[src/rtl/trojan_output_monitor_if.sv]
// Bus bundle between a data-path stage under observation and its output monitor.
// The master side drives the observed samples and controls; the slave side is the monitor.
interface trojan_output_monitor_if #(
   parameter int unsigned WIDTH = 16,
   parameter int unsigned CNT_W = 8
);
   localparam int unsigned IDX_W = 16;

   logic                enable;
   logic                clr;
   logic                in_valid;
   logic [WIDTH-1:0]    ref_in;
   logic [WIDTH-1:0]    dut_in;
   logic [1:0]          state_out;
   logic [CNT_W-1:0]    mismatch_cnt;
   logic                alarm;
   logic [WIDTH-1:0]    diff_out;
   logic [WIDTH-1:0]    first_bad_ref;
   logic [WIDTH-1:0]    first_bad_dut;
   logic [IDX_W-1:0]    first_bad_idx;

   modport master (
      output enable, clr, in_valid, ref_in, dut_in,
      input  state_out, mismatch_cnt, alarm, diff_out,
             first_bad_ref, first_bad_dut, first_bad_idx
   );

   modport slave (
      input  enable, clr, in_valid, ref_in, dut_in,
      output state_out, mismatch_cnt, alarm, diff_out,
             first_bad_ref, first_bad_dut, first_bad_idx
   );
endinterface

[src/rtl/trojan_output_monitor.sv]
// Output integrity monitor for a registered data-path stage.
// Delays the stage input by LAT cycles, compares it against the stage output,
// counts mismatches (saturating), captures the first offending sample and raises
// a sticky alarm once the mismatch count reaches THRESH.
module trojan_output_monitor #(
   parameter int unsigned WIDTH  = 16,
   parameter int unsigned LAT    = 1,
   parameter int unsigned CNT_W  = 8,
   parameter int unsigned THRESH = 1
) (
   input  logic                  clk,
   input  logic                  rst,
   trojan_output_monitor_if.slave mon
);

   localparam int unsigned IDX_W   = 16;
   localparam int unsigned WARM_W  = 4;
   localparam int unsigned LAST    = LAT - 1;

   localparam logic [CNT_W-1:0]  CNT_SAT   = '1;
   localparam logic [CNT_W-1:0]  THRESH_C  = CNT_W'(THRESH);
   localparam logic [WARM_W-1:0] WARM_LAST = WARM_W'(LAT - 1);

   typedef enum logic [1:0] {
      ST_IDLE   = 2'd0,
      ST_WARMUP = 2'd1,
      ST_ARMED  = 2'd2,
      ST_ALARM  = 2'd3
   } state_e;

   state_e                       state_q, state_d;
   logic [WARM_W-1:0]            warm_q, warm_d;
   logic [LAT-1:0]               vpipe_q, vpipe_d;
   logic [LAT-1:0][WIDTH-1:0]    rpipe_q, rpipe_d;
   logic [CNT_W-1:0]             cnt_q, cnt_d;
   logic [WIDTH-1:0]             diff_q, diff_d;
   logic [WIDTH-1:0]             fb_ref_q, fb_ref_d;
   logic [WIDTH-1:0]             fb_dut_q, fb_dut_d;
   logic [IDX_W-1:0]             fb_idx_q, fb_idx_d;
   logic                         seen_q, seen_d;
   logic [IDX_W-1:0]             idx_q, idx_d;
   logic                         alarm_q, alarm_d;

   logic                         v_dly_c;
   logic [WIDTH-1:0]             ref_dly_c;
   logic                         cmp_c;
   logic                         mism_c;

   // Delay line: free-running shift of {in_valid, ref_in}, independent of state and valid.
   always_comb begin
      vpipe_d    = '0;
      rpipe_d    = '0;
      vpipe_d[0] = mon.in_valid;
      rpipe_d[0] = mon.ref_in;
      for (int unsigned i = 1; i < LAT; i++) begin
         vpipe_d[i] = vpipe_q[i-1];
         rpipe_d[i] = rpipe_q[i-1];
      end
   end

   assign v_dly_c   = vpipe_q[LAST];
   assign ref_dly_c = rpipe_q[LAST];

   // A compare needs an armed monitor and a valid delayed sample; clr suppresses it.
   assign cmp_c  = ((state_q == ST_ARMED) || (state_q == ST_ALARM)) && v_dly_c && !mon.clr;
   assign mism_c = (mon.dut_in != ref_dly_c);

   // Next-state, compare results, capture and index update.
   always_comb begin
      state_d  = state_q;
      warm_d   = warm_q;
      cnt_d    = cnt_q;
      diff_d   = diff_q;
      fb_ref_d = fb_ref_q;
      fb_dut_d = fb_dut_q;
      fb_idx_d = fb_idx_q;
      seen_d   = seen_q;
      idx_d    = idx_q;

      if (mon.clr) begin
         cnt_d    = '0;
         diff_d   = '0;
         fb_ref_d = '0;
         fb_dut_d = '0;
         fb_idx_d = '0;
         seen_d   = 1'b0;
         idx_d    = '0;
         warm_d   = '0;
         state_d  = mon.enable ? ST_WARMUP : ST_IDLE;
      end else begin
         if (cmp_c) begin
            diff_d = mon.dut_in - ref_dly_c;
            idx_d  = idx_q + IDX_W'(1);
            if (mism_c) begin
               if (cnt_q != CNT_SAT) begin
                  cnt_d = cnt_q + CNT_W'(1);
               end
               if (!seen_q) begin
                  fb_ref_d = ref_dly_c;
                  fb_dut_d = mon.dut_in;
                  fb_idx_d = idx_q;
                  seen_d   = 1'b1;
               end
            end
         end

         if (!mon.enable) begin
            state_d = ST_IDLE;
            warm_d  = '0;
         end else begin
            unique case (state_q)
               ST_IDLE: begin
                  state_d = ST_WARMUP;
                  warm_d  = '0;
               end
               ST_WARMUP: begin
                  // Delay line holds LAT fresh samples once LAT cycles have elapsed here.
                  if (warm_q == WARM_LAST) begin
                     state_d = ST_ARMED;
                     warm_d  = '0;
                     idx_d   = '0;
                  end else begin
                     warm_d  = warm_q + WARM_W'(1);
                  end
               end
               ST_ARMED: begin
                  if (cmp_c && mism_c && (cnt_d >= THRESH_C)) begin
                     state_d = ST_ALARM;
                  end
               end
               ST_ALARM: begin
                  state_d = ST_ALARM;
               end
               default: begin
                  state_d = ST_IDLE;
               end
            endcase
         end
      end

      alarm_d = (state_d == ST_ALARM);
   end

   // State and datapath registers, asynchronously cleared.
   always_ff @(posedge clk or posedge rst) begin
      if (rst) begin
         state_q  <= ST_IDLE;
         warm_q   <= '0;
         vpipe_q  <= '0;
         rpipe_q  <= '0;
         cnt_q    <= '0;
         diff_q   <= '0;
         fb_ref_q <= '0;
         fb_dut_q <= '0;
         fb_idx_q <= '0;
         seen_q   <= 1'b0;
         idx_q    <= '0;
         alarm_q  <= 1'b0;
      end else begin
         state_q  <= state_d;
         warm_q   <= warm_d;
         vpipe_q  <= vpipe_d;
         rpipe_q  <= rpipe_d;
         cnt_q    <= cnt_d;
         diff_q   <= diff_d;
         fb_ref_q <= fb_ref_d;
         fb_dut_q <= fb_dut_d;
         fb_idx_q <= fb_idx_d;
         seen_q   <= seen_d;
         idx_q    <= idx_d;
         alarm_q  <= alarm_d;
      end
   end

   assign mon.state_out     = state_q;
   assign mon.mismatch_cnt  = cnt_q;
   assign mon.alarm         = alarm_q;
   assign mon.diff_out      = diff_q;
   assign mon.first_bad_ref = fb_ref_q;
   assign mon.first_bad_dut = fb_dut_q;
   assign mon.first_bad_idx = fb_idx_q;

endmodule

[src/flat_wrapper.sv]
// flat-port wrapper written by rule: the top's interface ports become plain ports
module trojan_output_monitor_flat 
#(
   parameter int unsigned WIDTH  = 16,
   parameter int unsigned LAT    = 1,
   parameter int unsigned CNT_W  = 8,
   parameter int unsigned THRESH = 1
)
  (clk, rst, mon_enable, mon_clr, mon_in_valid, mon_ref_in, mon_dut_in, mon_state_out, mon_mismatch_cnt, mon_alarm, mon_diff_out, mon_first_bad_ref, mon_first_bad_dut, mon_first_bad_idx);
  trojan_output_monitor_if #(.WIDTH(WIDTH), .CNT_W(CNT_W)) mon_i ();
  input  logic clk;
  input  logic rst;
  input wire logic [$bits(mon_i.enable)-1:0] mon_enable;
  input wire logic [$bits(mon_i.clr)-1:0] mon_clr;
  input wire logic [$bits(mon_i.in_valid)-1:0] mon_in_valid;
  input wire logic [$bits(mon_i.ref_in)-1:0] mon_ref_in;
  input wire logic [$bits(mon_i.dut_in)-1:0] mon_dut_in;
  output wire logic [$bits(mon_i.state_out)-1:0] mon_state_out;
  output wire logic [$bits(mon_i.mismatch_cnt)-1:0] mon_mismatch_cnt;
  output wire logic [$bits(mon_i.alarm)-1:0] mon_alarm;
  output wire logic [$bits(mon_i.diff_out)-1:0] mon_diff_out;
  output wire logic [$bits(mon_i.first_bad_ref)-1:0] mon_first_bad_ref;
  output wire logic [$bits(mon_i.first_bad_dut)-1:0] mon_first_bad_dut;
  output wire logic [$bits(mon_i.first_bad_idx)-1:0] mon_first_bad_idx;
  assign mon_i.enable = mon_enable;
  assign mon_i.clr = mon_clr;
  assign mon_i.in_valid = mon_in_valid;
  assign mon_i.ref_in = mon_ref_in;
  assign mon_i.dut_in = mon_dut_in;
  assign mon_state_out = mon_i.state_out;
  assign mon_mismatch_cnt = mon_i.mismatch_cnt;
  assign mon_alarm = mon_i.alarm;
  assign mon_diff_out = mon_i.diff_out;
  assign mon_first_bad_ref = mon_i.first_bad_ref;
  assign mon_first_bad_dut = mon_i.first_bad_dut;
  assign mon_first_bad_idx = mon_i.first_bad_idx;
  trojan_output_monitor #(.WIDTH(WIDTH), .LAT(LAT), .CNT_W(CNT_W), .THRESH(THRESH)) u_core (.clk(clk), .rst(rst), .mon(mon_i));
endmodule
[config.mk]
export PLATFORM = sky130hd
export DESIGN_NAME = trojan_output_monitor_flat
export DESIGN_NICKNAME = d
export VERILOG_FILES = /design/src/rtl/trojan_output_monitor_if.sv /design/src/rtl/trojan_output_monitor.sv /design/src/flat_wrapper.sv
export SDC_FILE = /design/constraint.sdc
export NUM_CORES = 1
export LEC_CHECK = 0
export BUFFER_PORTS_ARGS = -buffer_cell sky130_fd_sc_hd__buf_2
export CORE_MARGIN = 2
export CORE_UTILIZATION = 55
export DETAILED_ROUTE_END_ITERATION = 6
export GPL_TIMING_DRIVEN = 0
export PLACE_DENSITY = 0.8
export SYNTH_ARGS = -nofsm -noshare
export SYNTH_HDL_FRONTEND = slang
export SYNTH_SLANG_ARGS = --single-unit
[constraint.sdc]
create_clock -name clk -period 5.4 [get_ports clk]
set_input_delay 1.62 -clock clk [delete_from_list [all_inputs] [get_ports clk]]
set_output_delay 1.62 -clock clk [all_outputs]
set_load 0.01 [all_outputs]
; ---- Yosys cells after proc, flatten, opt, wreduce, memory -nomap -nowiden
; Cells that the tools add are included.
[classes]
mux = 37
eq_ne = 8
order_cmp = 1
n_addsub = 4
reduce_logical = 12
[ops]
columns = cell, count
row1 = 2-to-1 mux 16 bit, 19
row2 = 2-to-1 mux 8 bit, 5
row3 = "adder 16 x 1 -> 16 bit, second input constant", 1
row4 = inequality test 16 bit, 1
row5 = subtractor 16 bit, 1
row6 = 2-to-1 mux 4 bit, 3
row7 = "adder 8 x 1 -> 8 bit, second input constant", 1
row8 = "greater-or-equal comparator 8 x 1 -> 1 bit, second input constant", 1
row9 = 2-to-1 mux 2 bit, 4
row10 = "inequality test 8 bit, second input constant", 1
row11 = case mux 2 bit (4 select lines), 1
row12 = case mux 4 bit (2 select lines), 1
row13 = "== test 2 bit, second input constant", 3
row14 = "adder 4 x 1 -> 4 bit, second input constant", 1
row15 = logical AND 1 bit, 4
row16 = logical NOT 4 bit, 1
row17 = 2-to-1 mux 1 bit, 4
row18 = "inequality test 4 x 1 -> 1 bit, second input constant", 1
row19 = nonzero test 2 bit, 2
row20 = AND reduction 3 bit, 1
row21 = "== test 2 x 1 -> 1 bit, second input constant", 1
row22 = logical NOT 2 bit, 1
row23 = "inequality test 2 bit, second input constant", 1
row24 = AND reduction 2 bit, 1
row25 = other kinds (2), 2
[totals]
output_inout_bits = 75
in_bits = 37
elab_cells = 74
reg_bits = 113

; ---- Depth between registers and ports, before layout
; Gate-level depths: netlist (run 1).
[depth]
ltp_word = 13
ltp_mapped = 11
ltp_nobuf = 11

; ---- Worst setup path after synthesis (run 1)
; OpenSTA, ideal clock, no wires.
[synth_timing]
path_kind = input port to flip-flop
startpoint = input mon_dut_in[0]
endpoint = register u_core.diff_q[14], in the netlist u_core.mon.diff_out[14]
n_path_buf = 0
cell_stages = 11
arrival_time_ps = 3444
path_slack_ps = 1830
t_required_ps = 5274
setup_ps = 126
path_cell_list = inv_1 -> ha_1 -> inv_1 -> fa_1 -> a21o_1 -> a21oi_1 -> o211a_1 -> nor2_1 -> a21oi_1 -> nor4_1 -> a311o_1
[synth_via]
elab_chain_cells = 3
[synth_rtl]
columns = item, line
row1 = start: declaration, flat_wrapper.sv:17  ; input wire logic [$bits(mon_i.dut_in)-1:0] mon_dut_in;
row2 = subtractor 16 bit, trojan_output_monitor.sv:92  ; diff_d = mon.dut_in - ref_dly_c;
row3 = 2-to-1 mux 16 bit, trojan_output_monitor.sv:91  ; if (cmp_c) begin
row4 = 2-to-1 mux 16 bit, trojan_output_monitor.sv:80  ; if (mon.clr) begin
row5 = end signal: assignment, trojan_output_monitor.sv:165  ; diff_q <= diff_d;
row6 = end: declaration, trojan_output_monitor.sv:36  ; logic [WIDTH-1:0] diff_q, diff_d;
; No other way between the ends. The select of a mux whose other input is x is not followed.
; A chain may end at the register's enable or synchronous reset.

; ---- Final worst setup path (run 1)
; Ends and elaborated chain as after synthesis.

==> out/qor_table.md, run 1 <==
| Group | Quantity | Reported |
|---|---|---|
| power and ir drop | Combinational Power Share | 8.5% |
| clocking | Clock root cell | sky130_fd_sc_hd__clkbuf_8 |
| worst setup path | Startpoint type of the worst setup path | input pin |
| synthesis | Fraction of registers with async set/reset | 100% |
| place | HPWL reported at the end of detailed placement | 8830 um |
| synthesis | Synthesis warning total | 0 |
| clocking | Setup bufs post-CTS | 0 |
| power and ir drop | Fraction of power spent switching nets | 22.5% |
| power and ir drop | P_sw | 0.000514 W |
| die | Starting Density | 57.0% |
| synthesis | Mean instance size in the synthesized netlist | 10.9 sq um |
| synthesis | Yosys reg bits | 113 |
| outcome | Status | completed |
| clocking | Total number of H-tree levels | 4 |
| final layout | Relative area change from synthesis to final layout | 26.4% |
| clocking | Clk_lat worst skew | 0.52 ns |
| power and ir drop | Proportion of power drawn by the clock network | 53.1% |
| die | Chip Height | 102 um |
| die | Core Region | 0.00924 sq mm |
| place | Final RePlAce weighted congestion | 0.914 |
| clocking | Clock Path Buffers | 2 |
| sta | Final number of setup-violating endpoints | 0 |
| die | Die X | 102 um |
| global routing | First-pass GRT wire length | 20,700 um |
| route | Drt drc | 0 |
| synthesis | Share of the synthesized area in the top cell type | 53.7% |
| sta | Period utilisation layout | 64.1% |
| power and ir drop | Peak supply drop | 0.412 mV |
| final layout | Final core utilization | 72.0% |
| worst setup path | CP Buf/Inv Count | 3 |
| power and ir drop | Internal cell power | 0.00177 W |
| route | Detail Route Antenna Nets | 0 |
| worst setup path | Worst EP required | 5.80 ns |
| synthesis | Number of synthesized flops with an enable pin | 0 |
| route | WL final | 12,800 um |
| worst setup path | Maximum fanout encountered on the critical timing path | 3 |
| final layout | Commonest cells after routing, fill and taps aside | 116 x sky130_fd_sc_hd__buf_2, 113 x sky130_fd_sc_hd__dfrtp_1, 47 x sky130_fd_sc_hd__nand2_1, 47 x sky130_fd_sc_hd__a22o_1, 45 x sky130_fd_sc_hd__nor2_1 |
| die | Count of boundary I/O pins | 112 |
| sta | Slew Limit Fails | 0 |
| worst setup path | Slowest stage cell on the critical path | sky130_fd_sc_hd__fa_1 |
| worst setup path | Family with the most delay on the worst path | compound AO/OA/AOI/OAI gates |
| worst setup path | Cells along the critical path | buf_2 -> inv_1 -> ha_1 -> inv_1 -> fa_1 -> a21o_1 -> a21oi_1 -> o211a_1 -> nor2_1 -> a21oi_1 -> nor4_1 -> a311o_1 |
| sta | Post-route worst setup slack | 1.94 ns |
| sta | Worst Tran Pin Value | 0.851 ns |
| die | Die area | 0.0104 sq mm |
| global routing | Grt total ovfl | 0 |
| power and ir drop | Power per unit of standard cell area | 343 mW/mm^2 |
| synthesis | Count of cell types in the netlist | 60 |
| sta | Accumulated negative setup slack | 0 ns |
| global routing | Initial antenna violation count | 0 |
| synthesis | Yosys top cell by area | sky130_fd_sc_hd__dfrtp_1 |
| synthesis | Post-synthesis net count | 542 |
| die | Rows | 35 |
| route | Routed len/inst | 16.9 um |
| clocking | Clock-pin slew of the registers on the worst-case setup and hold paths | 0.06 ns |
| clocking | Number of sinks on the clock net | 113 |
| place | Number of I/O port buffers | 111 |
| power and ir drop | Seq pwr share | 38.4% |
| route | Number of optimization iterations in the first detailed-route pass | 5 |
| clocking | TritonCTS clock tree | done |
| final layout | Leading cell type in the layout, fill and taps excluded | sky130_fd_sc_hd__buf_2 |
| global routing | Overall fraction of global-route tracks in use | 25.9% |
| global routing | Maximum number of pins on one net before global-route repair | 69 |
| synthesis | Summed instance area of the synthesized netlist | 0.00526 sq mm |
| clocking | Number of gates resized after CTS | 0 |
| sta | Fmax | 289 MHz |
| worst setup path | Element type at the critical path end | flop |
| power and ir drop | Reported leakage power | 3.38 nW |
| job | # Max-Cap Violations | 0 |
| sta | Worst slew margin relative to its limit | 43.3% |
| sta | Post-route worst hold slack | 0.497 ns |
| global routing | Number of global-route vias before repair | 4,252 |
| synthesis | Post-synth top flop | sky130_fd_sc_hd__dfrtp_1 |
| place | Pre-CTS setup slack | 1.45 ns |
| sta | Crit path time final | 3.46 ns |
| clocking | Number of clock buffers inserted by TritonCTS | 17 |
| sta | Final clock skew | 0.00649 ns |
| final layout | FILL cells | 656 |
| route | Detailed-route vias per instance | 5.61 |
| synthesis | Gate count of the mapped netlist | 485 |
| sta | Number of endpoints with negative hold slack in the final report | 0 |
| route | Number of vias after detailed routing | 4,255 |
| worst setup path | Crit path arrival time | 3.87 ns |
| clocking | CTS Hold Bufs | 0 |
| worst setup path | Worst Setup Path Type | in2reg |
| worst setup path | Worst stage delay on the critical path | 0.40 ns |
| synthesis | Sequential cell area fraction in the yosys report | 53.7% |
| final layout | Number of nets in the layout | 673 |
| sta | Setup repair after global routing missed its margin | no |
| worst hold path | Worst hold-check path type | reg2reg |
| final layout | Proportion of layout cells with a drive suffix above 1 | 27.3% |
| final layout | ANT cells | 0 |
| route | Drt initial violations | 254 |
| synthesis | Main area contributors after synthesis | sky130_fd_sc_hd__dfrtp_1 54%, sky130_fd_sc_hd__a22o_1 7.8%, sky130_fd_sc_hd__ha_1 4.5%, sky130_fd_sc_hd__nand2_1 3.4%, sky130_fd_sc_hd__nor2_1 3.2% |
==> Yosys cell counts (7+ instances only) <==
master and n:
sky130_fd_sc_hd__nand3_1 11, sky130_fd_sc_hd__ha_1 19, sky130_fd_sc_hd__a22o_1 47, sky130_fd_sc_hd__xor2_1 17, sky130_fd_sc_hd__inv_1 30, sky130_fd_sc_hd__nand4_1 9, sky130_fd_sc_hd__nor2_1 45, sky130_fd_sc_hd__nand2_1 47
sky130_fd_sc_hd__xnor2_1 12, sky130_fd_sc_hd__a21oi_1 30, sky130_fd_sc_hd__dfrtp_1 113, sky130_fd_sc_hd__o21ai_0 13, sky130_fd_sc_hd__clkbuf_1 7
==> worst reg2reg max path, stage by stage, from the launching register on <==
cell and delay [ns]:
sky130_fd_sc_hd__dfrtp_1 0.36, sky130_fd_sc_hd__ha_1 0.18, sky130_fd_sc_hd__inv_1 0.06, sky130_fd_sc_hd__fa_1 0.40, sky130_fd_sc_hd__a21o_1 0.20, sky130_fd_sc_hd__a21oi_1 0.28
sky130_fd_sc_hd__o211a_1 0.26, sky130_fd_sc_hd__nor2_1 0.09, sky130_fd_sc_hd__a21oi_1 0.21, sky130_fd_sc_hd__nor4_1 0.06, sky130_fd_sc_hd__a311o_1 0.34
==> power by group through the flow <==
| stage | clock network (W) | registers (W) | logic [W] |
|---|---|---|---|
| final | 0.00121 | 0.000877 | 0.000193 |
| after CTS | 0.00122 | 0.000877 | 0.000193 |
| after detailed placement | 0 | 0.000891 | 0.000190 |
| after global routing | 0.00126 | 0.000879 | 0.000215 |
| after floorplan | 0 | 0.000894 | 0.000121 |
| after global placement | 0 | 0.000891 | 0.000182 |
==> sequential cells by signal (all words and copies together), names as in the netlist <==
| name | count |
|---|---|
| u_core.ref_dly_c | 16 |
| u_core.idx_q | 16 |
| u_core.mon.mismatch_cnt | 8 |
| u_core.v_dly_c | 1 |
| u_core.warm_q | 4 |
| u_core.mon.alarm | 1 |
| u_core.mon.diff_out | 16 |
| u_core.seen_q | 1 |
| u_core.mon.state_out | 2 |
| u_core.mon.first_bad_idx | 16 |
| u_core.mon.first_bad_ref | 16 |
| u_core.mon.first_bad_dut | 16 |
==> layer usage <==
layer	vias to the layer above	track usage [%]	part of all wire (%)
met5	-	0	0
met4	0	12.5	3.4
met3	34	6.43	5.4
met2	132	40.3	48
met1	2106	34.2	43
li1	1983	-	-
==> kinds of logic (layout without fill, tap and decap cells) <==
logic type               after synthesis  after routing  share of synthesized area (%)
XOR/XNOR                              30             30                           5.14
buffers and inverters                 51            195                           4.80
AO/OA/AOI/OAI                        124            124                           17.8
multiplexers                           5              5                          0.951
adder cells (fa/ha/maj)               20             20                           4.90
flip-flops                           113            113                           53.7
AND/OR/NAND/NOR                      142            142                           12.7
==> path summary, 6_finish.rpt <==
check                           slack, ns  cells after the start                 from                           end
worst max-delay path                 1.94                     12        mon_dut_in[0]       u_core.mon.diff_out[14]
worst min-delay path                 0.50                      1  u_core.ref_dly_c[5]   u_core.mon.first_bad_ref[5]
worst max register to register       2.85                     10  u_core.ref_dly_c[0]       u_core.mon.diff_out[14]
worst min register to register       0.50                      1  u_core.ref_dly_c[5]   u_core.mon.first_bad_ref[5]
max in group asynchronous            3.41                      3                  rst        u_core.mon.diff_out[7]
min in group asynchronous            1.28                      2                  rst  u_core.mon.first_bad_idx[13]
==> layout make-up <==
class / count / area, sq um / share of cell area (%)
clock buffer: 22 / 463 / 6.96
multi-input combinational: 321 / 2180 / 32.8
sequential: 113 / 2830 / 42.5
buffer: 21 / 140 / 2.11
clock inverter: 10 / 180 / 2.71
timing repair buffer: 112 / 583 / 8.76
tap: 129 / 161 / 2.43
inverter: 30 / 115 / 1.73
==> per-stage QoR <==
| stage | total power, W | cells | instance area, sq um |
|---|---|---|---|
| 5_1_grt | 0.00235 | 758 | 6650 |
| 2_1_floorplan | 0.00102 | 485 | 5260 |
| 6_report | 0.00228 | 758 | 6650 |
| 4_1_cts | 0.00229 | 758 | 6650 |
| 3_3_place_gp | 0.00107 | 725 | 5980 |
| 3_5_place_dp | 0.00108 | 726 | 6010 |
No activity file was read; power rests on OpenSTA's default activity.
==> inputs of run 2 (changes only) <==
--- a/config.mk
+++ b/config.mk
@@ -7,10 +7,10 @@
 export LEC_CHECK = 0
 export BUFFER_PORTS_ARGS = -buffer_cell sky130_fd_sc_hd__buf_2
 export CORE_MARGIN = 2
-export CORE_UTILIZATION = 55
+export CORE_UTILIZATION = 49
 export DETAILED_ROUTE_END_ITERATION = 6
 export GPL_TIMING_DRIVEN = 0
-export PLACE_DENSITY = 0.8
+export PLACE_DENSITY = 0.76
 export SYNTH_ARGS = -nofsm -noshare
 export SYNTH_HDL_FRONTEND = slang
 export SYNTH_SLANG_ARGS = --single-unit
==> constraint.sdc (replaced) <==
create_clock -name clk -period 3.1 [get_ports clk]
set_input_delay 0.93 -clock clk [delete_from_list [all_inputs] [get_ports clk]]
set_output_delay 0.93 -clock clk [all_outputs]
set_load 0.01 [all_outputs]
==> out/qor_table.md, run 2 (same netlist as run 1, synthesis figures left out) <==
| Group | Quantity | Reported | Delta |
|---|---|---|---|
| clocking | Number of sinks on the clock net | 113 | unchanged |
| worst setup path | Worst-case register-to-register setup slack | 0.53 ns | -2.32 ns |
| worst setup path | Element type at the critical path end | flop |  |
| outcome | Status | completed |  |
| route | Drt drc | 0 | unchanged |
| worst setup path | Cells along the critical path | buf_2 -> inv_1 -> ha_1 -> inv_1 -> fa_1 -> a21o_1 -> a21oi_1 -> o211a_1 -> nor2_1 -> a21oi_1 -> nor4_1 -> a311o_1 |  |
| worst hold path | HP Start | u_core.ref_dly_c[14] |  |
| global routing | First-pass GRT wire length | 20,900 um | +1.1% |
| clocking | Setup bufs post-CTS | 0 | unchanged |
| power and ir drop | Power per unit of standard cell area | 554 mW/mm^2 | +62% |
| sta | Worst slew margin relative to its limit | 50.0% | +6.7 points |
| die | Starting Density | 50.7% | -6.2 points |
| route | WL final | 12,700 um | -0.64% |
| power and ir drop | Peak supply drop | 0.294 mV | -29% |
| sta | Crit path time final | 2.80 ns |  |
| job | # Max-Cap Violations | 0 | unchanged |
| power and ir drop | Tot Pwr | 0.00365 W | +60% |
| clocking | Total number of H-tree levels | 4 | unchanged |
| worst setup path | Startpoint type of the worst setup path | input pin |  |
| final layout | Relative area change from synthesis to final layout | 25.0% |  |
| global routing | Number of global-route vias before repair | 4,192 | -1.4% |
| sta | Setup repair after global routing missed its margin | no |  |
| worst hold path | Depth of the worst hold-timing path | 1 | unchanged |
| sta | Slew Limit Fails | 0 | unchanged |
| worst setup path | Worst EP required | 3.50 ns | -2.30 ns |
| final layout | Leading cell type in the layout, fill and taps excluded | sky130_fd_sc_hd__buf_2 |  |
| worst setup path | Crit path arrival time | 3.19 ns | -0.68 ns |
| final layout | Number of nets in the layout | 674 | +0.15% |
| die | Rows | 37 | +5.7% |
| worst setup path | Maximum fanout encountered on the critical timing path | 3 | unchanged |
| final layout | ANT cells | 0 | unchanged |
| sta | Post-route worst hold slack | 0.495 ns | -0.00222 ns |
| clocking | Clock root cell | sky130_fd_sc_hd__clkbuf_8 |  |
| clocking | Number of clock buffers inserted by TritonCTS | 17 | unchanged |
| worst setup path | Worst-case reg-to-reg path depth | 10 | unchanged |
| worst setup path | Slowest stage cell on the critical path | sky130_fd_sc_hd__fa_1 |  |
| worst hold path | Hold Path Sink | u_core.mon.first_bad_ref[14] |  |
| place | HPWL reported at the end of detailed placement | 8990 um | +1.9% |
| sta | Final clock skew | 0.0103 ns | +0.00378 ns |
| die | Core Region | 0.0104 sq mm | +12% |
| place | Number of I/O port buffers | 111 | unchanged |
| die | Die X | 108 um | +5.7% |
| final layout | Commonest cells after routing, fill and taps aside | 116 x sky130_fd_sc_hd__buf_2, 113 x sky130_fd_sc_hd__dfrtp_1, 47 x sky130_fd_sc_hd__nand2_1, 47 x sky130_fd_sc_hd__a22o_1, 45 x sky130_fd_sc_hd__nor2_1 |  |
| clocking | CTS Hold Bufs | 0 | unchanged |
| die | Die area | 0.0116 sq mm | +12% |
| sta | Accumulated negative setup slack | 0 ns | unchanged |
| clocking | Clock Path Buffers | 2 | unchanged |
| sta | Worst Tran Pin Value | 0.748 ns | -0.102 ns |
| final layout | Proportion of layout cells with a drive suffix above 1 | 27.2% | -0.12 points |
| global routing | Maximum number of pins on one net before global-route repair | 43 | -38% |
| route | Routed len/inst | 16.6 um | -1.4% |
| global routing | Overall fraction of global-route tracks in use | 23.3% | -2.5 points |
| worst setup path | Worst Setup Path Type | in2reg |  |
| power and ir drop | Reported leakage power | 3.35 nW | -0.97% |
| worst setup path | Worst reg2reg path endpoint | u_core.mon.diff_out[14] |  |
| route | Number of optimization iterations in the first detailed-route pass | 5 | unchanged |
| place | Final RePlAce weighted congestion | 0.884 | -3.2% |
| clocking | Clk_lat worst skew | 0.52 ns | about the same |
| clocking | Number of gates resized after CTS | 0 | unchanged |
| sta | Final number of setup-violating endpoints | 0 | unchanged |
| sta | Fmax | 358 MHz |  |
| die | Chip Height | 108 um | +5.7% |
| global routing | Grt total ovfl | 0 | unchanged |
| worst setup path | Worst stage delay on the critical path | 0.41 ns | about the same |
| clocking | TritonCTS clock tree | done |  |
| worst setup path | Crit Reg-Reg Startpoint | u_core.ref_dly_c[0] |  |
| route | Number of vias after detailed routing | 4,224 | -0.73% |
| route | Detailed-route vias per instance | 5.53 | -1.5% |
| die | Count of boundary I/O pins | 112 | unchanged |
| route | Drt initial violations | 227 | -11% |
| global routing | Initial antenna violation count | 0 | unchanged |
| route | Detail Route Antenna Nets | 0 | unchanged |
| sta | Number of endpoints with negative hold slack in the final report | 0 | unchanged |
| clocking | Clock-pin slew of the registers on the worst-case setup and hold paths | 0.05 ns | about the same |
| worst hold path | Worst hold-check path type | reg2reg |  |
| sta | Period utilisation layout | 90.2% |  |
run 2: critical path: cells and delay by family:
| kind | cells | cell delay [ns] |
|---|---|---|
| fa+ha+maj | 2 | 0.57 |
| compound gates | 5 | 1.31 |
| simple gates | 2 | 0.17 |
| buf+inv | 3 | 0.21 |
run 2: worst max-delay path by stage:
stage / from / end / slack [ns] / cells past startpoint
global placement: mon_dut_in[0] / u_core.mon.diff_out[14] / -0.11 / 12
floorplan: mon_dut_in[0] / u_core.mon.diff_out[14] / 0.22 / 11
finish: mon_dut_in[0] / u_core.mon.diff_out[14] / 0.30 / 12
global route: mon_dut_in[0] / u_core.mon.diff_out[14] / 0.15 / 12
CTS: mon_dut_in[0] / u_core.mon.diff_out[14] / 0.34 / 12
detailed placement: mon_dut_in[0] / u_core.mon.diff_out[14] / -0.18 / 12
run 2: power by group:
group | switching (W) | internal, W | total, W
registers | 0.0000209 | 0.00151 | 0.00153
logic | 0.000210 | 0.000128 | 0.000338
clock network | 0.000629 | 0.00115 | 0.00178
total | 0.000860 | 0.00279 | 0.00365
run 2: routing by layer:
layer	track usage (%)	wire length (um)	vias to the layer above	share of wire, %
met5	0	0	-	0
met4	8.24	236	0	1.9
met3	5.81	667	25	5.3
met2	37.2	6190	121	49
met1	31.1	5610	2101	44
li1	-	-	1977	-
run 2: layout make-up:
| type | instances | area [sq um] |
|---|---|---|
| Fill cell | 839 | 3790 |
| Sequential cell | 113 | 2830 |
| Multi-Input combinational cell | 321 | 2180 |
| Timing Repair Buffer | 113 | 596 |
| Clock buffer | 24 | 490 |
| Tap cell | 136 | 170 |
| Buffer | 21 | 140 |
| Inverter | 30 | 116 |
| Clock inverter | 6 | 55.1 |
run 2: metrics by stage:
stage | util (%) | instance area (sq um) | std cells | setup WS [ns]
floorplan | - | 5270 | 485 | 0.220
global placement | 57.8 | 5990 | 732 | -0.113
detailed placement | 58.2 | 6030 | 734 | -0.178
CTS | 63.4 | 6580 | 764 | 0.335
global route | 63.4 | 6580 | 764 | 0.154
finish | 63.4 | 6580 | 764 | 0.303
